`config.mk`:
```
export PLATFORM = sky130hd
export DESIGN_NAME = wb_merge_queue
export DESIGN_NICKNAME = d
export VERILOG_FILES = /design/src/rtl/wb_pkg.sv /design/src/rtl/wb_chan_fifo.sv /design/src/rtl/wb_merge_queue.sv
export SDC_FILE = /design/constraint.sdc
export NUM_CORES = 1
export LEC_CHECK = 0
export BUFFER_PORTS_ARGS = -buffer_cell sky130_fd_sc_hd__clkbuf_2
export CORE_MARGIN = 1.5
export CORE_UTILIZATION = 50
export DETAILED_ROUTE_END_ITERATION = 8
export PLACE_DENSITY = 0.8
export SLEW_MARGIN = 25
export SYNTH_ARGS = -nofsm -noshare
export SYNTH_HDL_FRONTEND = slang
export SYNTH_HIERARCHICAL = 1
export SYNTH_SLANG_ARGS = --single-unit
```
`constraint.sdc`:
```
create_clock -name gclk -period 2 [get_ports gclk]
set_input_delay 0.3 -clock gclk [delete_from_list [all_inputs] [get_ports gclk]]
set_output_delay 0.3 -clock gclk [all_outputs]
set_load 0.005 [all_outputs]
```
`src/rtl/wb_pkg.sv`:
```
// Shared writeback definitions: default widths, write-entry layout and a clog2 helper.
// Optional forwarding lookup in the merge queue is enabled by defining WB_MERGE_FWD_EN.
package wb_pkg;

    localparam int WORD_WIDTH_DEF     = 16;
    localparam int REG_ADDR_WIDTH_DEF = 3;
    localparam int NUM_REGS_DEF       = 2 ** REG_ADDR_WIDTH_DEF;

    typedef struct packed {
        logic [REG_ADDR_WIDTH_DEF-1:0] addr;
        logic [WORD_WIDTH_DEF-1:0]     data;
    } wb_entry_t;

    function automatic int clog2(input int value);
        int res;
        int v;
        res = 0;
        v   = value - 1;
        while (v > 0) begin
            res = res + 1;
            v   = v >> 1;
        end
        return res;
    endfunction

endpackage

```
`src/rtl/wb_chan_fifo.sv`:
```
// Single producer-channel write FIFO; exposes the queued entries oldest-first.
// Entry data is only exported when WB_MERGE_FWD_EN is defined.
module wb_chan_fifo
    import wb_pkg::*;
#(
    parameter int DEPTH = 4,
    parameter int AW    = 3,
    parameter int DW    = 16
) (
    input  logic                  clk,
    input  logic                  rst,
    input  logic                  push,
    input  logic [AW-1:0]         push_addr,
    input  logic [DW-1:0]         push_data,
    input  logic                  pop,
    output logic                  full,
    output logic                  empty,
    output logic [AW-1:0]         head_addr,
    output logic [DW-1:0]         head_data,
    output logic [DEPTH-1:0]      ent_vld,
    output logic [DEPTH*AW-1:0]   ent_addr
`ifdef WB_MERGE_FWD_EN
    ,
    output logic [DEPTH*DW-1:0]   ent_data
`endif
);

    localparam int PW = clog2(DEPTH);
    localparam int CW = PW + 1;

    logic [AW-1:0] mem_addr [DEPTH];
    logic [DW-1:0] mem_data [DEPTH];
    logic [PW-1:0] rd_ptr;
    logic [PW-1:0] wr_ptr;
    logic [CW-1:0] count;

    assign full      = (count == CW'(DEPTH));
    assign empty     = (count == '0);
    assign head_addr = mem_addr[rd_ptr];
    assign head_data = mem_data[rd_ptr];

    always_ff @(posedge clk or posedge rst) begin
        if (rst) begin
            rd_ptr <= '0;
            wr_ptr <= '0;
            count  <= '0;
        end else begin
            if (push) wr_ptr <= wr_ptr + 1'b1;
            if (pop)  rd_ptr <= rd_ptr + 1'b1;
            case ({push, pop})
                2'b10:   count <= count + 1'b1;
                2'b01:   count <= count - 1'b1;
                default: count <= count;
            endcase
        end
    end

    // Storage carries no reset; validity comes from count alone.
    always_ff @(posedge clk) begin
        if (push) begin
            mem_addr[wr_ptr] <= push_addr;
            mem_data[wr_ptr] <= push_data;
        end
    end

    // Index 0 is the oldest entry, DEPTH-1 the youngest slot.
    always_comb begin
        logic [PW-1:0] idx;
        idx      = '0;
        ent_vld  = '0;
        ent_addr = '0;
`ifdef WB_MERGE_FWD_EN
        ent_data = '0;
`endif
        for (int i = 0; i < DEPTH; i++) begin
            idx                   = rd_ptr + PW'(i);
            ent_vld[i]            = (CW'(i) < count);
            ent_addr[i*AW +: AW]  = mem_addr[idx];
`ifdef WB_MERGE_FWD_EN
            ent_data[i*DW +: DW]  = mem_data[idx];
`endif
        end
    end

endmodule

```
`src/rtl/wb_merge_queue.sv`:
```
// Writeback merge queue: per-channel FIFOs round-robin merged onto one register-file write port.
// Define WB_MERGE_FWD_EN to add the fwd_addr/fwd_hit/fwd_data bypass lookup.
module wb_merge_queue
    import wb_pkg::*;
#(
    parameter int NUM_CH         = 2,
    parameter int DEPTH          = 4,
    parameter int WORD_WIDTH     = WORD_WIDTH_DEF,
    parameter int REG_ADDR_WIDTH = REG_ADDR_WIDTH_DEF
) (
    input  logic                             gclk,
    input  logic                             rst,
    input  logic [NUM_CH-1:0]                in_valid,
    output logic [NUM_CH-1:0]                in_ready,
    input  logic [NUM_CH*REG_ADDR_WIDTH-1:0] in_addr,
    input  logic [NUM_CH*WORD_WIDTH-1:0]     in_data,
    output logic                             RegWriteEnable,
    output logic [REG_ADDR_WIDTH-1:0]        RegWriteAddr,
    output logic [WORD_WIDTH-1:0]            RegWriteData,
    output logic [(2**REG_ADDR_WIDTH)-1:0]   pending_mask
`ifdef WB_MERGE_FWD_EN
    ,
    input  logic [REG_ADDR_WIDTH-1:0]        fwd_addr,
    output logic                             fwd_hit,
    output logic [WORD_WIDTH-1:0]            fwd_data
`endif
);

    localparam int RAW = REG_ADDR_WIDTH;
    localparam int WW  = WORD_WIDTH;
    localparam int CHW = (NUM_CH > 1) ? clog2(NUM_CH) : 1;

    logic [NUM_CH-1:0]      push;
    logic [NUM_CH-1:0]      grant;
    logic [NUM_CH-1:0]      full;
    logic [NUM_CH-1:0]      empty;
    logic [RAW-1:0]         head_addr [NUM_CH];
    logic [WW-1:0]          head_data [NUM_CH];
    logic [DEPTH-1:0]       ent_vld   [NUM_CH];
    logic [DEPTH*RAW-1:0]   ent_addr  [NUM_CH];
`ifdef WB_MERGE_FWD_EN
    logic [DEPTH*WW-1:0]    ent_data  [NUM_CH];
`endif

    logic [CHW-1:0]         rr_ptr;
    logic [CHW-1:0]         win;
    logic                   found;

    assign in_ready = ~full;

    for (genvar c = 0; c < NUM_CH; c++) begin : g_ch
        // R0 is hardwired zero, so those writes are accepted and dropped.
        assign push[c] = in_valid[c] & ~full[c] & (in_addr[c*RAW +: RAW] != '0);

        wb_chan_fifo #(
            .DEPTH (DEPTH),
            .AW    (RAW),
            .DW    (WW)
        ) u_fifo (
            .clk       (gclk),
            .rst       (rst),
            .push      (push[c]),
            .push_addr (in_addr[c*RAW +: RAW]),
            .push_data (in_data[c*WW +: WW]),
            .pop       (grant[c]),
            .full      (full[c]),
            .empty     (empty[c]),
            .head_addr (head_addr[c]),
            .head_data (head_data[c]),
            .ent_vld   (ent_vld[c]),
            .ent_addr  (ent_addr[c])
`ifdef WB_MERGE_FWD_EN
            ,
            .ent_data  (ent_data[c])
`endif
        );
    end

    // Round-robin search starting one past the last winner.
    always_comb begin
        int             idx;
        logic [CHW-1:0] sel;
        grant = '0;
        win   = rr_ptr;
        found = 1'b0;
        idx   = 0;
        sel   = '0;
        for (int i = 1; i <= NUM_CH; i++) begin
            idx = int'(rr_ptr) + i;
            if (idx >= NUM_CH) idx = idx - NUM_CH;
            sel = CHW'(idx);
            if (!found && !empty[sel]) begin
                found      = 1'b1;
                grant[sel] = 1'b1;
                win        = sel;
            end
        end
    end

    // Stage p1: popped entry lands in the register-file write register.
    always_ff @(posedge gclk or posedge rst) begin
        if (rst) begin
            RegWriteEnable <= 1'b0;
            RegWriteAddr   <= '0;
            RegWriteData   <= '0;
            rr_ptr         <= CHW'(NUM_CH - 1);
        end else begin
            RegWriteEnable <= found;
            if (found) begin
                RegWriteAddr <= head_addr[win];
                RegWriteData <= head_data[win];
                rr_ptr       <= win;
            end
        end
    end

    always_comb begin
        pending_mask = '0;
        for (int c = 0; c < NUM_CH; c++) begin
            for (int i = 0; i < DEPTH; i++) begin
                if (ent_vld[c][i]) pending_mask[ent_addr[c][i*RAW +: RAW]] = 1'b1;
            end
        end
        if (RegWriteEnable) pending_mask[RegWriteAddr] = 1'b1;
    end

`ifdef WB_MERGE_FWD_EN
    // Later assignments win: output register < higher channel < lower channel; younger < older never.
    always_comb begin
        fwd_hit  = 1'b0;
        fwd_data = '0;
        if (fwd_addr != '0) begin
            if (RegWriteEnable && (RegWriteAddr == fwd_addr)) begin
                fwd_hit  = 1'b1;
                fwd_data = RegWriteData;
            end
            for (int c = NUM_CH - 1; c >= 0; c--) begin
                for (int i = 0; i < DEPTH; i++) begin
                    if (ent_vld[c][i] && (ent_addr[c][i*RAW +: RAW] == fwd_addr)) begin
                        fwd_hit  = 1'b1;
                        fwd_data = ent_data[c][i*WW +: WW];
                    end
                end
            end
        end
    end
`endif

endmodule

```
# == Yosys cells after proc, flatten, opt, wreduce, memory -nomap -nowiden ==
# Memories as Yosys holds them, arrays and structs flattened.
# Index checks and enable logic that the tools add are counted.
# word_totals
out_inout_bits,30
ff_bits,35
mem_count,4
wordCells,160
ramBits,152
# memory_table
memory,words,width,read_ports,rd_clocked_by_memory_dff,write_ports,line_no,source
g_ch[0].u_fifo.mem_data,4,16,1,0,1,wb_chan_fifo.sv:32,logic [DW-1:0] mem_data [DEPTH];
g_ch[1].u_fifo.mem_data,4,16,1,0,1,wb_chan_fifo.sv:32,
g_ch[0].u_fifo.mem_addr,4,3,4,0,1,wb_chan_fifo.sv:31,logic [AW-1:0] mem_addr [DEPTH];
g_ch[1].u_fifo.mem_addr,4,3,4,0,1,wb_chan_fifo.sv:31,
# classes
addsub,16
magnitude_cmp,33
n_eq_ne,6
muxes,55
bitwise_logic,17
n_reduce_logical,19
# ops
operator,n
8-bit 2-to-1 mux,9
8-bit OR,8
16-bit 2-to-1 mux,3
3-bit by 4-bit < comparator with 1-bit output (second input constant),9
1-bit demux with 3-bit select,9
3-bit by 1-bit >= comparator with 1-bit output (second input constant),9
1-bit 2-to-1 mux,25
1-bit logical AND,12
1-bit by 3-bit < comparator with 1-bit output (first input constant),4
2-bit by 3-bit < comparator with 1-bit output (first input constant),4
3-bit case mux with 2 select lines,2
3-bit 2-to-1 mux,3
2-bit by 1-bit adder with 2-bit output (second input constant),4
2-bit adder (second input constant),4
3-bit by 1-bit adder with 3-bit output (second input constant),2
3-bit equality test (second input constant),2
3-bit zero test,2
3-bit nonzero test,2
3-bit by 1-bit subtractor with 3-bit output (second input constant),2
1-bit AND,4
2-bit by 1-bit equality test with 1-bit output (second input constant),2
2-bit equality test (second input constant),2
2-bit >= comparator (second input constant),2
1-bit by 2-bit < comparator with 1-bit output (second input constant),2
13 further kinds,19

# == Depth between registers and ports, before layout ==
# Gate-level depths: netlist of run 1.
# An unclocked memory read counts as a cell.
# logic_depth
ltp_word,22
depth_mapped,12
ltp_nobuf,10

# == Cells and area by module ==
# The synthesis of run 1 kept the hierarchy.
# modules_own_cells
module,instances,cells_each,seq_area_each_um2,area_per_inst_um2
wb_chan_fifo,2,159,2457.4,3463.3
wb_merge_queue,1,219,526.8,1861.8

# == Worst setup path before layout of run 1 ==
# OpenSTA, ideal clock, no wires.
# synth_timing
path_type,register -> output
startpoint,register g_ch[0].u_fifo.rd_ptr[0]
endpoint,output port pending_mask[5]
n_path_buf,2
required_time_ns,1.700
arrival_ns,1.890
stages_incl_launch_ff,7
setup_slack_ns,-0.190
path_cell_list,dfrtp_1 > buf_6 > mux4_2 > clkbuf_1 > nand2_1 > o22ai_1 > or4_1
# synth_lines
item,line_no,source
from (decl),wb_chan_fifo.sv:33,logic [PW-1:0] rd_ptr;
from (signal assigned),wb_chan_fifo.sv:49,if (pop) rd_ptr <= rd_ptr + 1'b1;
to (decl),wb_merge_queue.sv:20,output logic [(2**REG_ADDR_WIDTH)-1:0] pending_mask

==> results of run 1 <==
==> layer usage <==
metal	vias up	share of wire
met3	43	0.044
li1	2480	-
met2	174	0.54
met1	2814	0.38
met4	0	0.031
met5	-	0
==> timing repair <==
| item | CTS | global route |
|---|---|---|
| setup endpoints to repair | 12 | 96 |
| hold endpoints to repair | 14 | 0 |
| cloned | 0 | 4 |
| pin swaps | 11 | 25 |
| resized for setup | 33 | 58 |
| hold buffers | 1 | 0 |
| buffers inserted | 10 | 14 |
==> area by class of cell <==
cell class | count | area (sq um)
inverter | 22 | 92.59
fill | 1191 | 6078
multi-input combinational | 296 | 3324
clock inverter | 13 | 121.4
tap | 225 | 281.5
sequential | 187 | 5444
clock buffer | 19 | 432.9
timing repair buffer | 183 | 1461
==> cell usage after synthesis (3+ instances only) <==
cell type  number  area (sq um)
a31oi_1         3         18.77
o22ai_2        10         125.1
o21ai_0         5         25.02
buf_6          13         146.4
a311oi_1        3         26.28
buf_2           3         15.01
nand2b_1        8         50.05
a21oi_1        20         100.1
nor2b_1         5         31.28
nand4b_1       11         96.34
xor2_1          6         52.55
nor2_1         15         56.30
nand4_1        11         68.82
mux4_2         56          1261
and2_1         10         62.56
o22ai_1        12         75.07
o32ai_1         3         26.28
edfxtp_1      152          4564
dfrtp_1        34         850.8
nand3_1         4         20.02
inv_1          22         82.58
buf_4          12         90.09
ha_1           18         225.2
mux2i_1        21         210.2
xnor2_1         6         52.55
nor3_1         15         75.07
clkbuf_1        4         15.01
nor3b_1        10         75.07
nand2_1        21         78.83
==> worst register-to-register path: cells and delay by family, from the launching register on <==
family	cells	cell delay, ns
xor+xnor	1	0.14
fa+ha+maj	2	0.32
buf+inv	3	0.34
flops	1	0.42
mux	1	0.19
simple gates	4	0.44
==> logic make-up (layout without fill, tap and decap cells) <==
family / after synthesis / count (layout) / share of synthesized area
AOI/OAI and AO/OA: 69 / 69 / 0.05766
xor gates and xnor gates: 12 / 12 / 0.01196
adders and majority gates: 18 / 18 / 0.02563
buffers and inverters: 54 / 237 / 0.03972
DFF: 187 / 187 / 0.6192
muxes: 77 / 77 / 0.1674
and+or+nand+nor: 120 / 120 / 0.07845
==> sequential cells by signal (all words and copies together) (netlist names) <==
signal and flops:
g_ch.u_fifo/rd_ptr 4, g_ch.u_fifo/mem_data 128, RegWriteAddr 3, RegWriteData 16, RegWriteEnable 1, g_ch.u_fifo/count 6, g_ch.u_fifo/wr_ptr 4, g_ch.u_fifo/mem_addr 24
rr_ptr 1
==> metrics by stage <==
| stage | std cells | setup slack [ns] | hold slack, ns | cell area, sq um |
|---|---|---|---|---|
| after floorplan | 537 | -0.1548 | 0.1034 | 8860 |
| after global placement | 886 | -0.2536 | 0.3040 | 9980 |
| after detailed placement | 886 | -0.2856 | 0.3128 | 9980 |
| after CTS | 928 | -0.6558 | 0.08436 | 10740 |
| after global routing | 945 | -0.7568 | 0.08491 | 11160 |
| final | 945 | -0.6515 | 0.09751 | 11160 |
==> path summary, 6_finish.rpt <==
check / slack [ns] / end / startpoint / cells after the start
setup / recovery: -0.65 / pending_mask[5] / g_ch[0].u_fifo/rd_ptr[0]$_DFFE_PP0P_ / 6
hold / removal: 0.1 / g_ch[0].u_fifo/mem_data[1][9]$_DFFE_PP_ / in_data[9] / 1
setup reg to reg: 0.03 / g_ch[1].u_fifo/count[2]$_DFFE_PP0P_ / g_ch[0].u_fifo/count[1]$_DFFE_PP0P_ / 11
hold reg to reg: 0.55 / rr_ptr$_DFFE_PP1P_ / rr_ptr$_DFFE_PP1P_ / 2
max in group asynchronous: 0.83 / RegWriteData[8]$_DFFE_PP0P_ / rst / 3
min in group asynchronous: 0.42 / g_ch[1].u_fifo/wr_ptr[0]$_DFFE_PP0P_ / rst / 3
==> report_power, final <==
group	internal, mW	switching (mW)
Clock	1.72	1.38
Sequential	5.23	0.607
Combinational	5.38	5.13
==> flow_metrics.tcl, run 1 <==
set metrics [dict create \
    status "complete, but fails checks" \
    failed_checks "setup timing" \
    drtIter0Drc 319 \
    grt_usage 0.2252 \
    ir_drop_mv 0.9926 \
    grt.met3_usage 0.04115 \
    synth_enable_flop_cells 152 \
    grt_overflow 0 \
    p_total_mw 19.46 \
    clkTransAtPathRegs_ns 0.06 \
    path_buf_inv 2 \
    grt_first_pass_wirelength_um 30750 \
    fp.dieH_um 135.6 \
    leakagePower_nw 4.130 \
    rows 48 \
    top_usage_layer "met2" \
    slew_violations 0 \
    die_width_um 135.6 \
    cp.arrival_ns 2.35 \
    cp-start-kind "flip-flop" \
    grt_pass1_vias 5739 \
    layout-drive-gt1-share 0.4847 \
    worst_path_largest_cell_delay_ns 0.57 \
    cts_sinks 187 \
    place_hpwl_um 13860 \
    syn_avg_cell_area_sq_um 16.37 \
    critPathTopFamily "simple AND/OR/NAND/NOR gates" \
    cts_root_buf "clkbuf_16" \
    coreArea_sq_um 17240 \
    start_util 0.5099 \
    drv_cap 0 \
    vias_per_cell 5.832 \
    boundaryPins 72 \
    synth_seq_cells 187 \
    syn2layout_area_growth_pct 26.96 \
    vias 5511 \
    final.min_clock_period_ns 2.652 \
    cellPowerDensity_nw_per_um2 1744 \
    grt_max_degree 22 \
    tightest_slew_ns 0.8304 \
    end_kind "output pin" \
    layout_common_cells "152 x edfxtp_1, 81 x buf_4, 69 x clkbuf_2" \
    drt-total-wl_um 20270 \
    synthFlopType "edfxtp_1" \
    synth_seq_area_share 0.6192 \
    worst_slack_ns -0.6515 \
    async_reset_ff_frac 0.1872 \
    drc_errors 0 \
    slew_headroom 0.4458 \
    crit_type "reg -> out" \
    rsz0062_at_grt "yes" \
    synth_area_sq_um 8788 \
    layout.nets 767 \
    final_antenna_net_count 0 \
    timing.fmax_mhz 377.1 \
    die-area_sq_um 18380 \
    final.setup.tns_ns -4.778 \
    gp_congestion 0.9121 \
    clk_latency_ns 0.42 \
    antenna_found_initial 0 \
    finalHoldViolations 0 \
    dr.pass1.iters 4 \
    clockBufferDepth 2 \
    yosysWarnings 6 \
    timing.final.crit_share 1.326 \
    setup_viol 8 \
    post_drt_wl_per_cell_um 21.45 \
    fin_util 0.6474 \
    grt_use_met1 0.2663 \
    required_ns 1.70 \
    synth_fp_nets 597 \
    ctsHtreeMaxLevel 4 \
    synthCells 537 \
    numCtsBuffers 17 \
    fin_skew_ns 0.01072 \
    slowest_stage "mux4_2" \
    io_buffers 71 \
    grt.met2_usage 0.4064 \
    ys_types 46 \
    diodes 0 \
    crit_fanout 8 \
    final_common_cell "edfxtp_1" \
    path_cells "buf_12 -> mux4_2 -> nand2_1 -> nor2_1 -> or4_1 -> clkbuf_2" \
    tritoncts "built" \
    min_path_type "in -> reg" \
]
(Power assumes the default switching activity.)
==> inputs of run 2 (changes only) <==
--- a/config.mk
+++ b/config.mk
@@ -6,10 +6,12 @@
 export NUM_CORES = 1
 export LEC_CHECK = 0
 export BUFFER_PORTS_ARGS = -buffer_cell sky130_fd_sc_hd__clkbuf_2
+export CAP_MARGIN = 20
 export CORE_MARGIN = 1.5
 export CORE_UTILIZATION = 50
 export DETAILED_ROUTE_END_ITERATION = 8
 export PLACE_DENSITY = 0.8
+export RECOVER_POWER = 50
 export SLEW_MARGIN = 25
 export SYNTH_ARGS = -nofsm -noshare
 export SYNTH_HDL_FRONTEND = slang
==> run 2 against run 1 <==
Effect of this change: via count is essentially flat; critical path depth grew 1; combinational power about the same; cell count unchanged; the run still ends with setup timing left; cell area is 0.54% lower; maximum frequency fell by 0.29%; total power fell by 0.25%; die area is the same; worst hold slack improved by 0.033 ns; sequential share of layout area increased by 0.26 points.
==> flow_metrics.tcl, run 2 (synthesis gave the netlist of run 1 again) <==
set metrics [dict create \
    reg_top3 "g_ch.u_fifo/mem_data x128, g_ch.u_fifo/mem_addr x24, RegWriteData x16" \
    drv_cap 0 \
    min_to "g_ch[0].u_fifo/mem_data[1][9]$_DFFE_PP_" \
    failed_checks "setup timing" \
    cp-start-kind "flip-flop" \
    status "complete, but fails checks" \
    p_total_mw 19.41 \
    grt_max_degree 22 \
    reg2regPathDepth 11 \
    crit_type "reg -> out" \
    cts_sinks 187 \
    cp.arrival_ns 2.36 \
    clk_latency_ns 0.42 \
    r2r_end "g_ch[1].u_fifo/count[2]$_DFFE_PP0P_" \
    n_fill_cell 1215 \
    grt_pass1_vias 5739 \
    rsz0062_at_grt "yes" \
    fin_skew_ns 0.01078 \
    timing.final.crit_share 1.330 \
    worst_slack_ns -0.6593 \
    drtIter0Drc 340 \
    leakagePower_nw 3.987 \
    hp-start "in_data[9]" \
    io_buffers 71 \
    vias 5513 \
    tightest_slew_ns 0.8225 \
    hold_depth 1 \
    required_ns 1.70 \
    post_drt_wl_per_cell_um 21.43 \
    coreArea_sq_um 17240 \
    ctsHtreeMaxLevel 4 \
    layout.nets 767 \
    place_hpwl_um 13860 \
    timing.fmax_mhz 376.0 \
    fin_util 0.6439 \
    boundaryPins 72 \
    grt_first_pass_wirelength_um 30750 \
    vias_per_cell 5.834 \
    min_path_type "in -> reg" \
    ir_drop_mv 0.9873 \
    start_util 0.5099 \
    die-area_sq_um 18380 \
    rows 48 \
    layout-drive-gt1-share 0.4181 \
    numCtsBuffers 17 \
    clockBufferDepth 2 \
    whs_ns 0.1310 \
    worstReg2RegStart "g_ch[0].u_fifo/count[1]$_DFFE_PP0P_" \
    tritoncts "built" \
    end_kind "output pin" \
    grt_usage 0.2252 \
    grt_overflow 0 \
    syn2layout_area_growth_pct 26.28 \
    final.min_clock_period_ns 2.659 \
    clkTransAtPathRegs_ns 0.06 \
    regMostFlops "g_ch.u_fifo/mem_data" \
    regArea_sq_um 5444 \
    crit_fanout 8 \
    largest_register_ffs 128 \
    multiInputGateArea_sq_um 3324 \
    fp.dieH_um 135.6 \
    drt-total-wl_um 20250 \
    r2r_slack_ns 0.02 \
    gp_congestion 0.9121 \
    final_antenna_net_count 0 \
    dr.pass1.iters 4 \
    die_width_um 135.6 \
    slew_violations 0 \
    antenna_found_initial 0 \
    finalHoldViolations 0 \
    slew_headroom 0.4510 \
    final_common_cell "edfxtp_1" \
    final.setup.tns_ns -4.792 \
    setup_viol 8 \
    cellPowerDensity_nw_per_um2 1749 \
    diodes 0 \
    cts_root_buf "clkbuf_16" \
    layout_common_cells "152 x edfxtp_1, 81 x buf_4, 56 x mux4_2" \
    drc_errors 0 \
]
-- run 2: cell counts in the layout (fill, tap and decap cells not counted) --
Identical to the previous run, type by type.
-- run 2: routing by layer --
layer  track usage  up-vias  routed length [um]
li1              -     2483                   -
met1        0.2663     2807                7749
met2        0.4064      182               10930
met3       0.04115       41                 971
met4       0.08841        0                 605
met5             0        -                   0
-- run 2: per-stage QoR --
| step | area (sq um) | worst slack, ns | cells |
|---|---|---|---|
| 3_3_place_gp | 9980 | -0.2536 | 886 |
| 6_report | 11100 | -0.6593 | 945 |
| 5_1_grt | 11100 | -0.7568 | 945 |
| 3_5_place_dp | 9980 | -0.2856 | 886 |
| 4_1_cts | 10740 | -0.6558 | 928 |
| 2_1_floorplan | 8860 | -0.1548 | 537 |
-- run 2: worst max-delay path by stage --
stage               depth (start not counted)               to  slack [ns]                                 start
floorplan                                   6  pending_mask[5]       -0.15  g_ch[0].u_fifo/rd_ptr[0]$_DFFE_PP0P_
global placement                            7  pending_mask[0]       -0.25  g_ch[0].u_fifo/rd_ptr[1]$_DFFE_PP0P_
detailed placement                          7  pending_mask[6]       -0.29  g_ch[0].u_fifo/rd_ptr[0]$_DFFE_PP0P_
CTS                                         6  pending_mask[5]       -0.66  g_ch[0].u_fifo/rd_ptr[0]$_DFFE_PP0P_
global route                                7  pending_mask[2]       -0.76  g_ch[0].u_fifo/rd_ptr[0]$_DFFE_PP0P_
finish                                      7  pending_mask[2]       -0.66  g_ch[0].u_fifo/rd_ptr[0]$_DFFE_PP0P_
-- run 2: where the power goes --
group | switching (mW) | internal (mW)
logic | 5.12 | 5.35
clock network | 1.38 | 1.72
registers | 0.609 | 5.23
-- run 2: timing repair --
item / CTS / global route
setup endpoints to repair: 12 / 96
setup buffers: 10 / 14
gates cloned: 0 / 4
hold buffers: 1 / 0
resized for setup: 33 / 58
pin swaps: 11 / 25
endpoints found under the hold margin: 14 / 0
-- run 2: final cells by class --
| type | instances | share of cell area |
|---|---|---|
| Clock inverter | 13 | 0.01094 |
| Inverter | 22 | 0.008343 |
| Multi-Input combinational cell | 296 | 0.2996 |
| Clock buffer | 19 | 0.03901 |
| Timing Repair Buffer | 183 | 0.1263 |
| Sequential cell | 187 | 0.4905 |
| Tap cell | 225 | 0.02537 |
-- run 2: worst max-delay path, stage by stage (launching register included) --
cell      delay, ns
dfrtp_1        0.39
buf_12         0.15
buf_8          0.11
mux4_2         0.59
nor3b_4        0.19
a311oi_2       0.26
nand3_1        0.12
clkbuf_2       0.13
==> inputs of run 3 (changes only) <==
--- a/config.mk
+++ b/config.mk
@@ -12,6 +12,7 @@
 export DETAILED_ROUTE_END_ITERATION = 8
 export PLACE_DENSITY = 0.8
 export RECOVER_POWER = 50
+export SETUP_SLACK_MARGIN = 0.2
 export SLEW_MARGIN = 25
 export SYNTH_ARGS = -nofsm -noshare
 export SYNTH_HDL_FRONTEND = slang
==> run 3 against run 2 <==
Effect of this change: the run still ends with setup timing left; register-to-register slack worse by 0.18 ns; combinational power grew 29%; critical endpoint is now pending_mask[5]; global-route usage rose by 2.5 points; critical path type unchanged.
==> flow_metrics.tcl, run 3 (synthesis gave the netlist of run 1 again) <==
set metrics [dict create \
    worst_slack_ns -0.7505 \
    tritoncts "built" \
    regMostFlops "g_ch.u_fifo/mem_data" \
    die-area_sq_um 18380 \
    clockBufferDepth 2 \
    final_common_cell "edfxtp_1" \
    reg_top3 "g_ch.u_fifo/mem_data x128, g_ch.u_fifo/mem_addr x24, RegWriteData x16" \
    numCtsBuffers 17 \
    diodes 0 \
    cellPowerDensity_nw_per_um2 1869 \
    clk_latency_ns 0.43 \
    fp.dieH_um 135.6 \
    instances_no_fill 989 \
    coreArea_sq_um 17240 \
    status "complete, but fails checks" \
    fin_skew_ns 0.01309 \
    layout_common_cells "152 x edfxtp_1, 82 x buf_4, 56 x mux4_2" \
    place_hpwl_um 13500 \
    setup_viol 12 \
    gp_congestion 0.9253 \
    dr.pass1.iters 6 \
    rows 48 \
    grt_overflow 0 \
    pre_cts_ws_ns -0.2494 \
    grt_max_degree 22 \
    timing.fmax_mhz 363.6 \
    end_kind "output pin" \
    min_path_type "in -> reg" \
    drc_errors 0 \
    layout-drive-gt1-share 0.4948 \
    drt-total-wl_um 24660 \
    die_width_um 135.6 \
    cp.arrival_ns 2.45 \
    layout.nets 811 \
    drv_cap 0 \
    clkTransAtPathRegs_ns 0.07 \
    boundaryPins 72 \
    vias_per_cell 6.018 \
    vias 5952 \
    post_drt_wl_per_cell_um 24.94 \
    failed_checks "setup timing" \
    ctsHtreeMaxLevel 4 \
    tightest_slew_ns 0.8397 \
    syn2layout_area_growth_pct 37.86 \
    cts_root_buf "clkbuf_16" \
    final_antenna_net_count 0 \
    largest_register_ffs 128 \
    start_util 0.5099 \
    timing.final.crit_share 1.375 \
    cp-start-kind "flip-flop" \
    grt_usage 0.2497 \
    cts_sinks 187 \
    io_buffers 71 \
    required_ns 1.70 \
    crit_fanout 6 \
    slew_violations 0 \
    n_fill_cell 1040 \
    crit_type "reg -> out" \
    drtIter0Drc 573 \
    final.setup.tns_ns -5.759 \
    rsz0062_at_grt "yes" \
    finalHoldViolations 0 \
    ir_drop_mv 0.9629 \
    final.min_clock_period_ns 2.751 \
    grt_first_pass_wirelength_um 33650 \
    grt_pass1_vias 5984 \
    slew_headroom 0.4396 \
    antenna_found_initial 0 \
    place_inst 874 \
    leakagePower_nw 4.434 \
]
## run 3: changes by cell type in the layout (fill, tap and decap cells not counted), sizes merged
cell / change
buf: +40
inv: +4
and2: +3
clkinvlp: -3
clkbuf: -1
o311a: +1
## run 3: through the flow
step                      area (sq um)    util  hold WS (ns)  power [mW]
after floorplan                   8925       -        0.1034       11.87
after global placement            9848  0.5714        0.2935       14.49
after detailed placement          9848  0.5714        0.3052       14.80
after CTS                        11540  0.6697       0.08286       20.25
after global routing             12120  0.7029        0.1379       23.62
final                            12120  0.7029        0.1283       22.64
## run 3: area by class of cell
class / instances / area [sq um] / share of cell area
well taps: 225 / 281.5 / 0.02324
flip-flops and latches: 187 / 5441 / 0.4491
clock inverters: 14 / 133.9 / 0.01105
inverters: 22 / 100.1 / 0.008262
multi-input cells: 300 / 3635 / 0.3000
clock buffers: 18 / 429.2 / 0.03542
repair buffers: 223 / 2095 / 0.1729
## run 3: repair_timing
action / 4_1_cts / 5_1_grt
buffers inserted: 53 / 13
pin swaps: 28 / 32
cloned: 11 / 5
hold buffers: 1 / 0
endpoints found under the hold margin: 14 / 0
gates resized for setup: 87 / 79
endpoints found under the setup margin: 187 / 190
## run 3: critical path, cell delays in order (launching register included)
cell and delay [ns]:
dfrtp_1 0.43, buf_12 0.15, mux4_2 0.56, nand3b_1 0.15
o2111ai_1 0.11, or4_4 0.50, clkbuf_2 0.13
## run 3: power breakdown
part           internal (mW)  total [mW]  switching, mW
registers               5.23        5.84          0.614
logic                   7.10        13.5           6.44
clock network           1.74        3.26           1.52
total                   14.1        22.6           8.57
## run 3: worst paths after layout
| kind | slack, ns | depth (start not counted) | end | from |
|---|---|---|---|---|
| max reg2reg | -0.16 | 12 | g_ch[1].u_fifo/count[2]$_DFFE_PP0P_ | g_ch[0].u_fifo/count[0]$_DFFE_PP0P_ |
| min | 0.13 | 1 | g_ch[1].u_fifo/mem_data[1][5]$_DFFE_PP_ | in_data[21] |
| max in group asynchronous | 0.77 | 3 | RegWriteData[9]$_DFFE_PP0P_ | rst |
| min reg2reg | 0.57 | 1 | g_ch[1].u_fifo/wr_ptr[0]$_DFFE_PP0P_ | g_ch[1].u_fifo/wr_ptr[0]$_DFFE_PP0P_ |
| max | -0.75 | 6 | pending_mask[5] | g_ch[0].u_fifo/rd_ptr[1]$_DFFE_PP0P_ |
| min in group asynchronous | 0.48 | 3 | g_ch[1].u_fifo/count[1]$_DFFE_PP0P_ | rst |
## run 3: layer usage
layer,global-route usage,vias up,wire length [um]
li1,-,2590,-
met2,0.4343,241,13190
met4,0.1045,0,873
met5,0,-,0
met3,0.04901,54,1234
met1,0.3052,3067,9361
